===== src/rtl/float_rcp_pkg.sv =====
// Shared constants for the float reciprocal unit: flag bit positions,
// exponent bias and the canonical quiet-NaN encoding.
package float_rcp_pkg;
  localparam int FLG_INV = 4;
  localparam int FLG_DBZ = 3;
  localparam int FLG_OVF = 2;
  localparam int FLG_UNF = 1;
  localparam int FLG_INX = 0;
  localparam int NFLG    = 5;

  function automatic int bias(input int ew);
    return (1 << (ew - 1)) - 1;
  endfunction

  // {exp, man} of the canonical qNaN in the low ew+mw bits (sign is 0)
  function automatic logic [63:0] qnan_bits(input int ew, input int mw);
    logic [63:0] one;
    one = 64'd1;
    return (((one << ew) - one) << mw) | (one << (mw - 1));
  endfunction
endpackage


===== src/rtl/float_rcp_core.sv =====
// Combinational 1/a: classification, restoring mantissa reciprocal with
// guard+sticky, round-to-nearest-even, FTZ on inputs and results.
module float_rcp_core
  import float_rcp_pkg::*;
#(
  parameter int EXP_W = 8,
  parameter int MAN_W = 23
) (
  input  logic                   sign,
  input  logic [EXP_W-1:0]       exp,
  input  logic [MAN_W-1:0]       man,
  output logic [EXP_W+MAN_W+5:0] x
);
  localparam int B  = bias(EXP_W);
  localparam int RW = MAN_W + 3;
  localparam logic [EXP_W+MAN_W-1:0] QNAN = (EXP_W+MAN_W)'(qnan_bits(EXP_W, MAN_W));

  logic [RW-1:0]    den, rem;
  logic [MAN_W+1:0] q;
  logic             sticky, rnd, pow2;
  logic [MAN_W:0]   man_r;
  int               re;
  logic             osign;
  logic [EXP_W-1:0] oexp;
  logic [MAN_W-1:0] oman;
  logic [NFLG-1:0]  flg;

  // q = 2/(1.m) in [1,2): integer bit, MAN_W fraction bits, one guard bit
  always_comb begin
    den = RW'({1'b1, man});
    rem = RW'(1) << (MAN_W + 1);
    q   = '0;
    for (int i = MAN_W + 1; i >= 0; i--) begin
      if (rem >= den) begin
        q[i] = 1'b1;
        rem  = rem - den;
      end
      rem = rem << 1;
    end
    sticky = |rem;
    rnd    = q[0] & (sticky | q[1]);
    man_r  = {1'b0, q[MAN_W:1]} + (MAN_W+1)'(rnd);
  end

  always_comb begin
    pow2  = (man == '0);
    re    = pow2 ? (2*B - int'(exp)) : (2*B - int'(exp) - 1 + int'(man_r[MAN_W]));
    osign = sign;
    oexp  = EXP_W'(re);
    oman  = pow2 ? '0 : man_r[MAN_W-1:0];
    flg   = '0;
    if (exp == '0) begin
      oexp         = '1;
      oman         = '0;
      flg[FLG_DBZ] = 1'b1;
    end else if (exp == '1) begin
      if (man == '0) begin
        oexp = '0;
        oman = '0;
      end else begin
        osign        = 1'b0;
        {oexp, oman} = QNAN;
        flg[FLG_INV] = ~man[MAN_W-1];
      end
    end else if (re < 1) begin
      oexp         = '0;
      oman         = '0;
      flg[FLG_UNF] = 1'b1;
      flg[FLG_INX] = 1'b1;
    end else begin
      flg[FLG_INX] = ~pow2 & (q[0] | sticky);
    end
    flg[FLG_OVF] = 1'b0;
    x = {osign, oexp, oman, flg};
  end
endmodule


===== src/rtl/float_rcp_pipe.sv =====
// Elastic reciprocal pipeline: combinational core then STAGES
// valid/ready registers with bubble collapsing and a tag sideband.
module float_rcp_pipe
  import float_rcp_pkg::*;
#(
  parameter int EXP_W  = 8,
  parameter int MAN_W  = 23,
  parameter int STAGES = 3,
  parameter int TAG_W  = 4
) (
  input  logic                   aclk,
  input  logic                   arst_n,
  input  logic                   flush,
  input  logic                   in_valid,
  output logic                   in_ready,
  input  logic                   a_sign,
  input  logic [EXP_W-1:0]       a_exp,
  input  logic [MAN_W-1:0]       a_man,
  input  logic [TAG_W-1:0]       in_tag,
  output logic                   out_valid,
  input  logic                   out_ready,
  output logic [EXP_W+MAN_W+5:0] x,
  output logic [TAG_W-1:0]       out_tag,
  output logic                   busy
);
  localparam int XW = 1 + EXP_W + MAN_W + NFLG;

  logic [XW-1:0]                    core_x;
  logic [STAGES-1:0]                vld_pipe;
  logic [STAGES:0]                  rdy;
  logic [STAGES-1:0][XW-1:0]        dat;
  logic [STAGES-1:0][TAG_W-1:0]     tag;
  logic [STAGES-1:0]                src_v;
  logic [STAGES-1:0][XW-1:0]        src_d;
  logic [STAGES-1:0][TAG_W-1:0]     src_t;

  float_rcp_core #(.EXP_W(EXP_W), .MAN_W(MAN_W)) u_core (
    .sign (a_sign),
    .exp  (a_exp),
    .man  (a_man),
    .x    (core_x)
  );

  assign rdy[STAGES] = out_ready;
  assign src_v[0]    = in_valid;
  assign src_d[0]    = core_x;
  assign src_t[0]    = in_tag;

  // a stage can load when empty or when its entry leaves this cycle
  genvar k;
  generate
    for (k = 0; k < STAGES; k++) begin : g_rdy
      assign rdy[k] = ~vld_pipe[k] | rdy[k+1];
    end
    for (k = 1; k < STAGES; k++) begin : g_src
      assign src_v[k] = vld_pipe[k-1];
      assign src_d[k] = dat[k-1];
      assign src_t[k] = tag[k-1];
    end
  endgenerate

  always_ff @(posedge aclk or negedge arst_n) begin
    if (!arst_n) begin
      vld_pipe <= '0;
      dat      <= '0;
      tag      <= '0;
    end else begin
      for (int s = 0; s < STAGES; s++) begin
        if (flush)       vld_pipe[s] <= 1'b0;
        else if (rdy[s]) vld_pipe[s] <= src_v[s];
        if (rdy[s]) begin
          dat[s] <= src_d[s];
          tag[s] <= src_t[s];
        end
      end
    end
  end

  assign in_ready  = rdy[0] | flush;
  assign out_valid = vld_pipe[STAGES-1];
  assign x         = dat[STAGES-1];
  assign out_tag   = tag[STAGES-1];
  assign busy      = |vld_pipe;
endmodule


===== config.mk =====
export PLATFORM = sky130hd
export DESIGN_NAME = float_rcp_pipe
export DESIGN_NICKNAME = d
export VERILOG_FILES = /design/src/rtl/float_rcp_pkg.sv /design/src/rtl/float_rcp_core.sv /design/src/rtl/float_rcp_pipe.sv
export SDC_FILE = /design/constraint.sdc
export NUM_CORES = 2
export LEC_CHECK = 0
export ABC_AREA = 1
export BUFFER_PORTS_ARGS = -buffer_cell sky130_fd_sc_hd__buf_2
export CAP_MARGIN = 20
export CORE_ASPECT_RATIO = 0.9
export CORE_MARGIN = 2
export CORE_UTILIZATION = 35
export DETAILED_ROUTE_END_ITERATION = 12
export GPL_TIMING_DRIVEN = 0
export PLACE_DENSITY = 0.49
export SYNTH_ARGS = -nofsm -noshare
export SYNTH_HDL_FRONTEND = slang
export SYNTH_SLANG_ARGS = --single-unit

===== constraint.sdc =====
create_clock -name aclk -period 3.9 [get_ports aclk]
set_input_delay 0.78 -clock aclk [delete_from_list [all_inputs] [get_ports aclk]]
set_output_delay 0.78 -clock aclk [all_outputs]
set_load 0.01 [all_outputs]

==> key figures <==
Setup path
  – Critical path's slowest cell: a2111oi_4
  – Worst R2R Path Depth: 14
  – R2r setup slk: about 1200 ps
  – CP peak stage delay: between 300 and 400 ps
  – Worst R2R End: dat[16]$_DFFE_PN0P_
  – Crit. End Element: register
  – CP max FO: 8
  – Startpoint types: primary input
  – Required @ worst endpoint: 4200 ps
  – Critical path class: primary input to register
  – Worst Path Arrival: roughly 73000 ps
  – FF-to-FF Start: vld_pipe[2]$_DFFE_PN0P_
  – Crit-path most repeated cell: buf_4

Place
  – PortBufs: between 80 and 90
  – Final GP Congestion: 0.834
  – Cell count after placement: approximately 7300
  – Dpl cell area: around 40000 um^2
  – HPWL Detailed: between 90000 and 100000 um

Layout
  – Area grow syn2layout: 51.5%
  – Ant diodes: 0
  – Finished Cell Area: around 55000 um^2
  – Share of cells above drive strength 1: 0.364
  – Cell Count, Final, Fillers Out: around 8600
  – Final #Nets: approximately 8000

Synthesis
  – Asr flop ratio synth: 1.00
  – Area leader, netlist: ha_1
  – Post-synthesis sequential area ratio: 0.0846
  – Distinct cell type count of the synthesized netlist: 66
  – Avg Cell Area, Syn: 6.24 um^2
  – Yosys reg bits: between 100 and 150
  – Post-Syn Nets: approximately 6400
  – Ys flop type: dfrtp_1
  – Number of synthesized flops with an enable pin: 0
  – Syn. warnings: 0
  – Mapped Area: 36400 um^2
  – Post-Syn Instances: 5828
  – Synth area leaders: ha_1, nand2_1, dfrtp_1, o21ai_0, a21oi_1
  – Synth top area share: 0.187

Clocking
  – Clk sinks: between 100 and 150
  – Worst-Skew Late Latency: 420 ps
  – Clock root cell: clkbuf_16
  – CTS tree: done
  – Clk pin slew, worst setup/hold paths: 60 ps
  – Clock buffer count from CTS: 17
  – H-tree depth: 4
  – Hold buffers post-CTS: 0
  – Max Root-Sink Buffers: 2

Routing
  – Routed vias/inst: about 5
  – DR WL/cell: 15.9 um
  – Post-route ant nets: 0
  – Vias: roughly 43000
  – DR DRC count: 0
  – Final WL: around 140000 um
  – First-pass DRT Iterations: 6
  – Drt initial violations: 2146

Timing
  – Actual slew at the worst max-slew pin: ~890 ps
  – Slew margin rel.: 0.409
  – Max Transition Viols Final: 0
  – Final WS setup: -68550 ps
  – Setup Skew: 9.03 ps
  – Finish-stage setup viols: 33
  – Crit share post-route: 18.6
  – Final critical-path required period: approximately 72000 ps
  – Endpoints failing hold: 0
  – Unrepaired setup endpoints after global routing: yes
  – Fmax: about 0.014 GHz

Floorplanning
  – FP Rows: 112
  – Core area: 103000 um^2
  – Die W: between 300 and 400 um
  – IO Pins: 85
  – Die ar.: approximately 110000 um^2
  – Initial Utilization: 0.352
  – Die Y: between 300 and 400 um

Job
  – Maxcap violations: 0

Global routing
  – Largest net degree at the start of global routing: 79
  – GRT Residual Overflow: 0
  – Initial antenna violation count: 0
  – First-pass GRT wire length: approximately 210000 um
  – Vias in the first global route: 40800
  – GRT Util Overall: 0.240

Status
  – Status: complete, but fails checks
  – Failing checks: negative setup slack

Hold path
  – Worst Hold Class: primary input to asynchronous set/reset pin
## per-layer routing
metal	vias up	GRT usage	share of wire
met2	678	0.420	0.48
met4	0	0.0335	0.014
met5	-	0	0
met1	20000	0.327	0.48
li1	22200	-	-
met3	147	0.0173	0.034
## metrics by stage
step	TNS (ps)	hold slack [ps]	utilization	setup slack, ps
2_1_floorplan	-2230740	442	-	-67760
3_3_place_gp	-2694300	458	0.383	-81730
3_5_place_dp	-2689730	456	0.387	-81600
4_1_cts	-2246410	312	0.485	-68170
5_1_grt	-2396330	320	0.533	-72690
6_report	-2259560	294	0.533	-68550
## timing repair
| action | CTS | global route |
|---|---|---|
| pin swaps | 354 | 424 |
| endpoints found under the setup margin | 34 | 34 |
| setup buffers | 936 | 279 |
| resized for setup | 491 | 603 |
| gates cloned | 14 | 21 |
## cell type report
class	count	area, um^2
fill	10000	48300
multi-input combinational	4924	34500
timing repair buffer	1342	10400
sequential	123	3080
inverter	612	2560
buffer	169	2290
tap	1368	1710
clock buffer	17	425
clock inverter	14	163
## placed cells by master (no fill, tap or decap), types with 70 or more instances in the layout
cell     instances
nor2_1         211
nand2_4         80
xor2_1         269
or2_2           83
nand3_1        259
nand3_2         99
xnor2_1        231
o21ai_0        366
ha_4            98
o21ai_2         70
inv_1          509
nand2_2        252
buf_4         1238
a21oi_1        447
buf_2           88
ha_1           429
o21ai_1         77
nand2_1       1393
dfrtp_1        123
## how the worst max path moves through the flow
| stage | from | end | slack (ps) | cells past startpoint |
|---|---|---|---|---|
| 6_report | a_man[0] | dat[16]$_DFFE_PN0P_ | -68550 | 618 |
| 5_1_grt | a_man[0] | dat[21]$_DFFE_PN0P_ | -72690 | 649 |
| 4_1_cts | a_man[0] | dat[19]$_DFFE_PN0P_ | -68170 | 658 |
| 3_5_place_dp | a_man[0] | dat[25]$_DFFE_PN0P_ | -81600 | 644 |
| 3_3_place_gp | a_man[3] | dat[25]$_DFFE_PN0P_ | -81730 | 640 |
| 2_1_floorplan | a_man[0] | dat[19]$_DFFE_PN0P_ | -67760 | 654 |
## cells by family after synthesis
group	synth area share
AO/OA/AOI/OAI	0.194
XOR/XNOR	0.124
adder cells (fa/ha/maj)	0.187
buffers and inverters	0.0976
flip-flops	0.0846
other	0.000103
AND/OR/NAND/NOR	0.314
## state kept, by name, summed over array words and instances, names as in the netlist
| name | cells |
|---|---|
| vld_pipe | 3 |
| dat | 72 |
| x | 36 |
| src_t | 8 |
| out_tag | 4 |
## worst max-delay path, delay by kind of cell
family                   cells  cell delay [ps]
adder cells (fa/ha/maj)     26             6550
XOR/XNOR                     9             1150
buffers and inverters      269            31020
AO/OA/AOI/OAI              102            14620
AND/OR/NAND/NOR            212            18390
## synthesized netlist by cell type (all sizes together), types with 2 or more instances
cell type	count
clkinv	7
clkbuf	74
and2	2
inv	605
a21o	24
a21boi	7
xnor2	236
xor2	277
or2	93
dfrtp	123
o21ai	563
nand3b	18
nor4	12
nand2	1728
a2111oi	3
buf	95
o311ai	3
nand4	38
a21oi	523
o221ai	3
or3	3
a32o	6
o211ai	25
a22o	2
nor3	26
o2111ai	3
a211oi	15
nor2	301
a31oi	21
o21bai	62
o31ai	10
nand3	370
o21a	2
ha	543
Power is left out: the tool's default activity adds up to more than one toggle a clock period on the data nets, which glitch-free logic cannot reach.
